**config.mk**
```make
export PLATFORM = sky130hd
export DESIGN_NAME = vram_arbiter_flat
export DESIGN_NICKNAME = d
export VERILOG_FILES = /design/src/rtl/vram_arbiter_if.sv /design/src/rtl/vram_arbiter.sv /design/src/flat_wrapper.sv
export SDC_FILE = /design/constraint.sdc
export NUM_CORES = 1
export LEC_CHECK = 0
export ABC_AREA = 0
export CAP_MARGIN = 20
export CORE_MARGIN = 4
export CORE_UTILIZATION = 54
export CTS_CLUSTER_DIAMETER = 100
export CTS_CLUSTER_SIZE = 16
export DETAILED_ROUTE_END_ITERATION = 7
export DONT_BUFFER_PORTS = 1
export HOLD_SLACK_MARGIN = 0.05
export PLACE_DENSITY = 0.8
export SLEW_MARGIN = 20
export SYNTH_ARGS = -nofsm -noshare
export SYNTH_HDL_FRONTEND = slang
export SYNTH_SLANG_ARGS = --single-unit
```
**constraint.sdc**
```tcl
create_clock -name clk -period 1.4 [get_ports clk]
set_clock_uncertainty 0.15 [all_clocks]
set_input_delay 0.14 -clock clk [delete_from_list [all_inputs] [get_ports clk]]
set_output_delay 0.14 -clock clk [all_outputs]
set_load 0.02 [all_outputs]
```
**src/rtl/vram_arbiter_if.sv**
```systemverilog
// Bus bundle between the VRAM arbiter, the video fetch path, the CPU bus and the RAM port.
// slave is the arbiter's view; master is the surrounding system's view.
interface vram_arbiter_if #(
  parameter int ADDR_WIDTH = 13,
  parameter int XLEN       = 8
);
  logic                  vid_req;
  logic [ADDR_WIDTH-1:0] vid_addr;
  logic [XLEN-1:0]       vid_rdata;
  logic                  vid_miss;

  logic                  cpu_req;
  logic                  cpu_we;
  logic [ADDR_WIDTH-1:0] cpu_addr;
  logic [XLEN-1:0]       cpu_wdata;
  logic                  cpu_ack;
  logic [XLEN-1:0]       cpu_rdata;

  logic [ADDR_WIDTH-1:0] ram_addr;
  logic                  ram_we;
  logic [XLEN-1:0]       ram_wdata;
  logic [XLEN-1:0]       ram_rdata;

  modport slave (
    input  vid_req, vid_addr, cpu_req, cpu_we, cpu_addr, cpu_wdata, ram_rdata,
    output vid_rdata, vid_miss, cpu_ack, cpu_rdata, ram_addr, ram_we, ram_wdata
  );

  modport master (
    output vid_req, vid_addr, cpu_req, cpu_we, cpu_addr, cpu_wdata, ram_rdata,
    input  vid_rdata, vid_miss, cpu_ack, cpu_rdata, ram_addr, ram_we, ram_wdata
  );
endinterface

```
**src/rtl/vram_arbiter.sv**
```systemverilog
// Single-port VRAM arbiter: video fetch has fixed priority, CPU accesses fill idle slots.
// Define VRAM_ARB_STARVE_GUARD_EN to add the CPU starvation guard (forced slot + vid_miss).
module vram_arbiter #(
  parameter int RAM_SIZE     = 8192,
  parameter int ADDR_WIDTH   = $clog2(RAM_SIZE),
  parameter int XLEN         = 8,
  parameter int STARVE_LIMIT = 16
) (
  input  logic           clk,
  input  logic           rst_n,
  vram_arbiter_if.slave  bus
);

  if (STARVE_LIMIT < 1 || STARVE_LIMIT > 255) begin : g_bad_starve_limit
    $error("vram_arbiter: STARVE_LIMIT must be within 1..255");
  end
  if (RAM_SIZE > (1 << ADDR_WIDTH)) begin : g_bad_addr_width
    $error("vram_arbiter: ADDR_WIDTH too small for RAM_SIZE");
  end

  typedef enum logic [1:0] {IDLE, WAIT_DATA, ACK} state_e;

  state_e          state_q, state_d;
  logic            owner_cpu_q, owner_cpu_d;
  logic            rd_access_q, rd_access_d;
  logic [XLEN-1:0] hold_q, hold_d;
  logic [XLEN-1:0] cpu_rdata_q, cpu_rdata_d;
  logic            cpu_ack_q, cpu_ack_d;
  logic            vid_miss_q, vid_miss_d;
  logic            grant;
  logic            force_grant;

`ifdef VRAM_ARB_STARVE_GUARD_EN
  logic [7:0] wait_cnt_q, wait_cnt_d;

  assign force_grant = (wait_cnt_q == 8'(STARVE_LIMIT));

  // Counts only cycles where the CPU actually lost to video; stops at the limit.
  always_comb begin
    wait_cnt_d = wait_cnt_q;
    if (grant) begin
      wait_cnt_d = '0;
    end else if (state_q == IDLE && bus.cpu_req && bus.vid_req && !force_grant) begin
      wait_cnt_d = wait_cnt_q + 8'd1;
    end
  end

  always_ff @(posedge clk) begin
    if (!rst_n) wait_cnt_q <= '0;
    else        wait_cnt_q <= wait_cnt_d;
  end
`else
  assign force_grant = 1'b0;
`endif

  always_comb begin
    state_d      = state_q;
    owner_cpu_d  = 1'b0;
    rd_access_d  = rd_access_q;
    hold_d       = hold_q;
    cpu_rdata_d  = cpu_rdata_q;
    cpu_ack_d    = 1'b0;
    vid_miss_d   = 1'b0;
    grant        = 1'b0;
    bus.ram_addr = bus.vid_addr;
    bus.ram_we   = 1'b0;

    case (state_q)
      IDLE: begin
        // rst_n gates the grant so the RAM port stays with video throughout reset.
        if (rst_n && bus.cpu_req && (!bus.vid_req || force_grant)) begin
          grant        = 1'b1;
          owner_cpu_d  = 1'b1;
          rd_access_d  = !bus.cpu_we;
          vid_miss_d   = force_grant && bus.vid_req;
          bus.ram_addr = bus.cpu_addr;
          bus.ram_we   = bus.cpu_we;
          state_d      = WAIT_DATA;
        end
      end
      WAIT_DATA: begin
        if (rd_access_q) cpu_rdata_d = bus.ram_rdata;
        cpu_ack_d = 1'b1;
        state_d   = ACK;
      end
      ACK:     state_d = IDLE;
      default: state_d = IDLE;
    endcase

    if (!owner_cpu_q) hold_d = bus.ram_rdata;
  end

  always_ff @(posedge clk) begin
    if (!rst_n) begin
      state_q     <= IDLE;
      owner_cpu_q <= 1'b0;
      rd_access_q <= 1'b0;
      hold_q      <= '0;
      cpu_rdata_q <= '0;
      cpu_ack_q   <= 1'b0;
      vid_miss_q  <= 1'b0;
    end else begin
      state_q     <= state_d;
      owner_cpu_q <= owner_cpu_d;
      rd_access_q <= rd_access_d;
      hold_q      <= hold_d;
      cpu_rdata_q <= cpu_rdata_d;
      cpu_ack_q   <= cpu_ack_d;
      vid_miss_q  <= vid_miss_d;
    end
  end

  // A stolen slot leaves ram_rdata holding CPU data, so video sees the last byte it fetched.
  assign bus.vid_rdata = owner_cpu_q ? hold_q : bus.ram_rdata;
  assign bus.ram_wdata = bus.cpu_wdata;
  assign bus.cpu_rdata = cpu_rdata_q;
  assign bus.cpu_ack   = cpu_ack_q && rst_n;
  assign bus.vid_miss  = vid_miss_q && rst_n;

endmodule

```
**src/flat_wrapper.sv**
```systemverilog
// flat-port wrapper written by rule: the top's interface ports become plain ports
module vram_arbiter_flat 
#(
  parameter int RAM_SIZE     = 8192,
  parameter int ADDR_WIDTH   = $clog2(RAM_SIZE),
  parameter int XLEN         = 8,
  parameter int STARVE_LIMIT = 16
)
  (clk, rst_n, bus_vid_req, bus_vid_addr, bus_cpu_req, bus_cpu_we, bus_cpu_addr, bus_cpu_wdata, bus_ram_rdata, bus_vid_rdata, bus_vid_miss, bus_cpu_ack, bus_cpu_rdata, bus_ram_addr, bus_ram_we, bus_ram_wdata);
  vram_arbiter_if #(.ADDR_WIDTH(ADDR_WIDTH), .XLEN(XLEN)) bus_i ();
  input  logic clk;
  input  logic rst_n;
  input wire logic [$bits(bus_i.vid_req)-1:0] bus_vid_req;
  input wire logic [$bits(bus_i.vid_addr)-1:0] bus_vid_addr;
  input wire logic [$bits(bus_i.cpu_req)-1:0] bus_cpu_req;
  input wire logic [$bits(bus_i.cpu_we)-1:0] bus_cpu_we;
  input wire logic [$bits(bus_i.cpu_addr)-1:0] bus_cpu_addr;
  input wire logic [$bits(bus_i.cpu_wdata)-1:0] bus_cpu_wdata;
  input wire logic [$bits(bus_i.ram_rdata)-1:0] bus_ram_rdata;
  output wire logic [$bits(bus_i.vid_rdata)-1:0] bus_vid_rdata;
  output wire logic [$bits(bus_i.vid_miss)-1:0] bus_vid_miss;
  output wire logic [$bits(bus_i.cpu_ack)-1:0] bus_cpu_ack;
  output wire logic [$bits(bus_i.cpu_rdata)-1:0] bus_cpu_rdata;
  output wire logic [$bits(bus_i.ram_addr)-1:0] bus_ram_addr;
  output wire logic [$bits(bus_i.ram_we)-1:0] bus_ram_we;
  output wire logic [$bits(bus_i.ram_wdata)-1:0] bus_ram_wdata;
  assign bus_i.vid_req = bus_vid_req;
  assign bus_i.vid_addr = bus_vid_addr;
  assign bus_i.cpu_req = bus_cpu_req;
  assign bus_i.cpu_we = bus_cpu_we;
  assign bus_i.cpu_addr = bus_cpu_addr;
  assign bus_i.cpu_wdata = bus_cpu_wdata;
  assign bus_i.ram_rdata = bus_ram_rdata;
  assign bus_vid_rdata = bus_i.vid_rdata;
  assign bus_vid_miss = bus_i.vid_miss;
  assign bus_cpu_ack = bus_i.cpu_ack;
  assign bus_cpu_rdata = bus_i.cpu_rdata;
  assign bus_ram_addr = bus_i.ram_addr;
  assign bus_ram_we = bus_i.ram_we;
  assign bus_ram_wdata = bus_i.ram_wdata;
  vram_arbiter #(.RAM_SIZE(RAM_SIZE), .ADDR_WIDTH(ADDR_WIDTH), .XLEN(XLEN), .STARVE_LIMIT(STARVE_LIMIT)) u_core (.clk(clk), .rst_n(rst_n), .bus(bus_i));
endmodule
```
**Yosys cells after proc, flatten, opt, wreduce, memory -nomap -nowiden**

Cells that the tools add are included.

- Register bits after elaboration: 21
- Bits of input ports: 47
- Output and inout bits: 40
- Word-level logic and storage cells: 26

- Equal/unequal tests: 2
- Muxes and demuxes: 9
- Reductions and logical operators: 9

Operator list:

| kind | number |
|---|---|
| two-way mux 13 bit | 2 |
| two-way mux 8 bit | 1 |
| AND reduction 2 bit | 3 |
| two-way mux 1 bit | 4 |
| one-hot mux 2 bit (2 select lines) | 1 |
| logical AND 1 bit | 3 |
| equality test 2 x 1 -> 1 bit, second input constant | 1 |
| zero test 1 bit | 2 |
| zero test 2 bit | 1 |
| two-way mux 2 bit | 1 |
| != test 2 x 1 -> 1 bit, second input constant | 1 |

**Longest topological paths before layout**

- Depth after elaboration: 4
- Depth in mapped cells: 5
- Mapped depth without buffers: 3

**Worst setup path after synthesis**

Ideal clock, no wire load.

- Path type: register to output
- Start point: register u_core.state_q[0]
- End point: output port bus_ram_addr[0]
- Data arrival time: 1.204 ns
- Required time: 1.110 ns
- Setup slack: -0.094 ns
- Stages on the path, launching flop included: 6
- Path buffers: 2
- Cell sequence: dfxtp_1 -> nor2_1 -> and4b_1 -> buf_6 -> buf_12 -> mux2_4

- Word-level cells in the longest chain between the ends: 2

Ends and longest elaborated chain:

| what | line | source |
|---|---|---|
| start: declaration | vram_arbiter.sv:23 | `state_e state_q, state_d;` |
| start signal: assignment | vram_arbiter.sv:103 | `state_q <= state_d;` |
| zero test 2 bit | vram_arbiter.sv:68 | `case (state_q)` |
| two-way mux 13 bit | vram_arbiter.sv:68 |  |
| end: declaration | flat_wrapper.sv:24 | `output wire logic [$bits(bus_i.ram_addr)-1:0] bus_ram_addr;` |

Every way passes these cells.

**Worst setup path in the final report**

- Start point: register u_core.state_q[0]
- End point: output port bus_ram_addr[8]

The elaborated chain is that of the path after synthesis.

==> metrics.md <==
| Metric | Value |
|---|---|
| Highest Signal Layer | `met4` |
| Commonest non-fill, non-tap cell in the layout | `mux2_4` |
| Initial DRT Pass Iterations | `3` |
| Dominant synthesized flop cell | `dfxtp_1` |
| DRT Wirelength | `2320 µm` |
| H-tree depth | `1` |
| Number of diodes | `0` |
| Clock-pin slew on the worst setup and hold paths | `0.12 ns` |
| Synth Cell Area | `1070 µm²` |
| Pwr/cell area | `907 nW/µm²` |
| Final worst setup slack | `-0.406 ns` |
| Design Power | `1160 µW` |
| Residual DRC count | `0` |
| Row Count | `15` |
| Number of synthesized flops with an enable pin | `0` |
| Max-cap viol count | `0` |
| Lkg Pwr | `0.000600 µW` |
| Final Hold Viols | `20` |
| CTS tree | `done` |
| Non-Filler Instances | `127` |
| Share of cells above drive strength 1 | `0.490` |
| Share of the synthesized area in the top cell type | `0.393` |
| Fin. max-slew vios | `0` |
| NumNets Final | `150` |
| WHS | `-0.193 ns` |
| Syn_nets | `140` |
| P&R area growth vs syn | `20.0%` |
| Commonest non-fill, non-tap cells in the layout | `mux2_4, dfxtp_1, buf_6` |
| Global-route wire length before repair | `3610 µm` |
| Top cells by area, synth | `dfxtp_1, mux2_2, mux2_4` |
| Post-synthesis register bit count | `21` |
| Max Clk Rate | `554 MHz` |
| Num ports | `87` |
| Die extent in x | `52.5 µm` |
| Sequential area share after synthesis | `0.393` |
| Met1 wire length | `766 µm` |
| Root buffer cell | `clkbuf_4` |
| Grt ovf | `0` |
| CTS Hold Bufs | `3` |
| Clock latency on the worst-skew pair | `0.30 ns` |
| Status | `complete, but fails checks` |
| Vias in the first global route | `819` |
| GP Congestion | `0.713` |
| Largest net degree at the start of global routing | `24` |
| DP HPWL | `1670 µm` |
| Final min period | `1.81 ns` |
| Via/cell ratio | `5.45` |
| Detailed Route Iter0 Violations | `3` |
| Core area | `1800 µm²` |
| Placed cells | `116` |
| Die area | `2760 µm²` |
| # setup viols final | `22` |
| RSZ-0062 raised after global routing | `true` |
| Yosys warns | `0` |
| GRT Overall Usage | `0.182` |
| Post-synth ARST share | `0` |
| Failing checks | `hold timing, setup timing` |
| Initial antenna violation count | `0` |
| Synthesized area per cell | `11.5 µm²` |
| CTS buffer count | `3` |
| Worst hold path class | `input port to register` |
| Antenna-violating nets left | `0` |
| Initial Util | `0.594` |
| Max Root-Sink Buffers | `2` |
| Arrival time worst endpoint | `1.52 ns` |
| Met2 wire length | `1290 µm` |
| CP Capture Type | `primary output` |
| Fin util | `0.713` |
| Cells after Synth | `93` |
| Clock Sinks | `21` |
| Routed WL per cell | `18.3 µm` |
| CP Class | `register to primary output` |
| Max IR drop VDD | `0.736 mV` |
| Buffers on Ports | `0` |
| Library cells used by synthesis | `20` |
| Die Y | `52.5 µm` |
| Met3 Wirelength | `239 µm` |
| DR vias | `692` |
| Critical Path RT | `1.11 ns` |
| Top cell type by total area after synthesis | `dfxtp_1` |
| Worst-path fanout max | `6` |
| Final Cycle Share | `1.29` |
| Setup crit start kind | `register` |
-- area by class of cell --
cell class | count | area [µm²]
clock buffer | 3 | 22.5
tap | 25 | 31.3
sequential | 21 | 423
timing repair buffer | 20 | 206
multi-input combinational | 57 | 596
clock inverter | 1 | 5.00
fill | 138 | 518
-- worst max-delay path, cell delays in order, from the launching register on --
cell	delay [ns]
dfxtp_2	0.35
nor2_4	0.08
and4b_2	0.28
buf_6	0.16
mux2_4	0.35
-- routing by layer --
layer / GRT usage / vias up
met4: 0.0851 / 0
met3: 0.0484 / 2
met2: 0.339 / 54
met5: 0 / -
li1: - / 321
met1: 0.184 / 315
-- worst paths after layout --
| kind | from | to | slack (ns) | cells after the start |
|---|---|---|---|---|
| worst max register to register | u_core.state_q[0] | u_core.rd_access_q | 0.05 | 5 |
| worst min-delay path | rst_n | u_core.hold_q[7] | -0.19 | 1 |
| worst max-delay path | u_core.state_q[0] | bus_ram_addr[8] | -0.41 | 4 |
| worst min register to register | u_core.hold_q[5] | u_core.hold_q[5] | 0.45 | 2 |
-- kinds of logic after synthesis --
kind of cell | count (synthesis) | synth area share
buffers and inverters | 15 | 0.109
flip-flops | 21 | 0.393
multiplexers | 30 | 0.330
AND/OR/NAND/NOR | 26 | 0.165
other | 1 | 0.00351
-- state kept, by name, summed over array words and instances (netlist names) --
signal,cells
u_core.bus.cpu_rdata,8
u_core.rd_access_q,1
u_core.owner_cpu_q,1
u_core.state_q,2
u_core.hold_q,8
u_core.cpu_ack_q,1
-- through the flow --
step	setup TNS, ns	hold slack [ns]	setup WS (ns)	instance area [µm²]
finish	-6.47	-0.193	-0.406	1280
global route	-7.75	-0.216	-0.464	1280
CTS	-6.73	-0.206	-0.416	1260
detailed placement	-1.15	0.119	-0.0940	1080
global placement	-0.923	0.115	-0.0776	1080
floorplan	-0.455	0.145	-0.0649	1070
-- power breakdown --
part           switching [µW]  internal [µW]  total [µW]
clock                     179            106         286
sequential               9.26            618         627
combinational             114            138         252
total                     303            862        1160
-- synth_stat cells, drive strengths merged, types with 2 or more instances --
cell type  count
buf           13
nor2b          8
mux2          21
and3b          2
clkbuf         2
dfxtp         21
and4b          2
and2          10
mux2i          9
-- what timing repair did --
action	4_1_cts	5_1_grt
buffers inserted	2	2
pin swaps	1	1
cloned	0	0
hold endpoints to repair	21	20
setup endpoints to repair	22	23
gates resized for setup	30	3
Note: power is estimated with default switching activity, not from simulation.
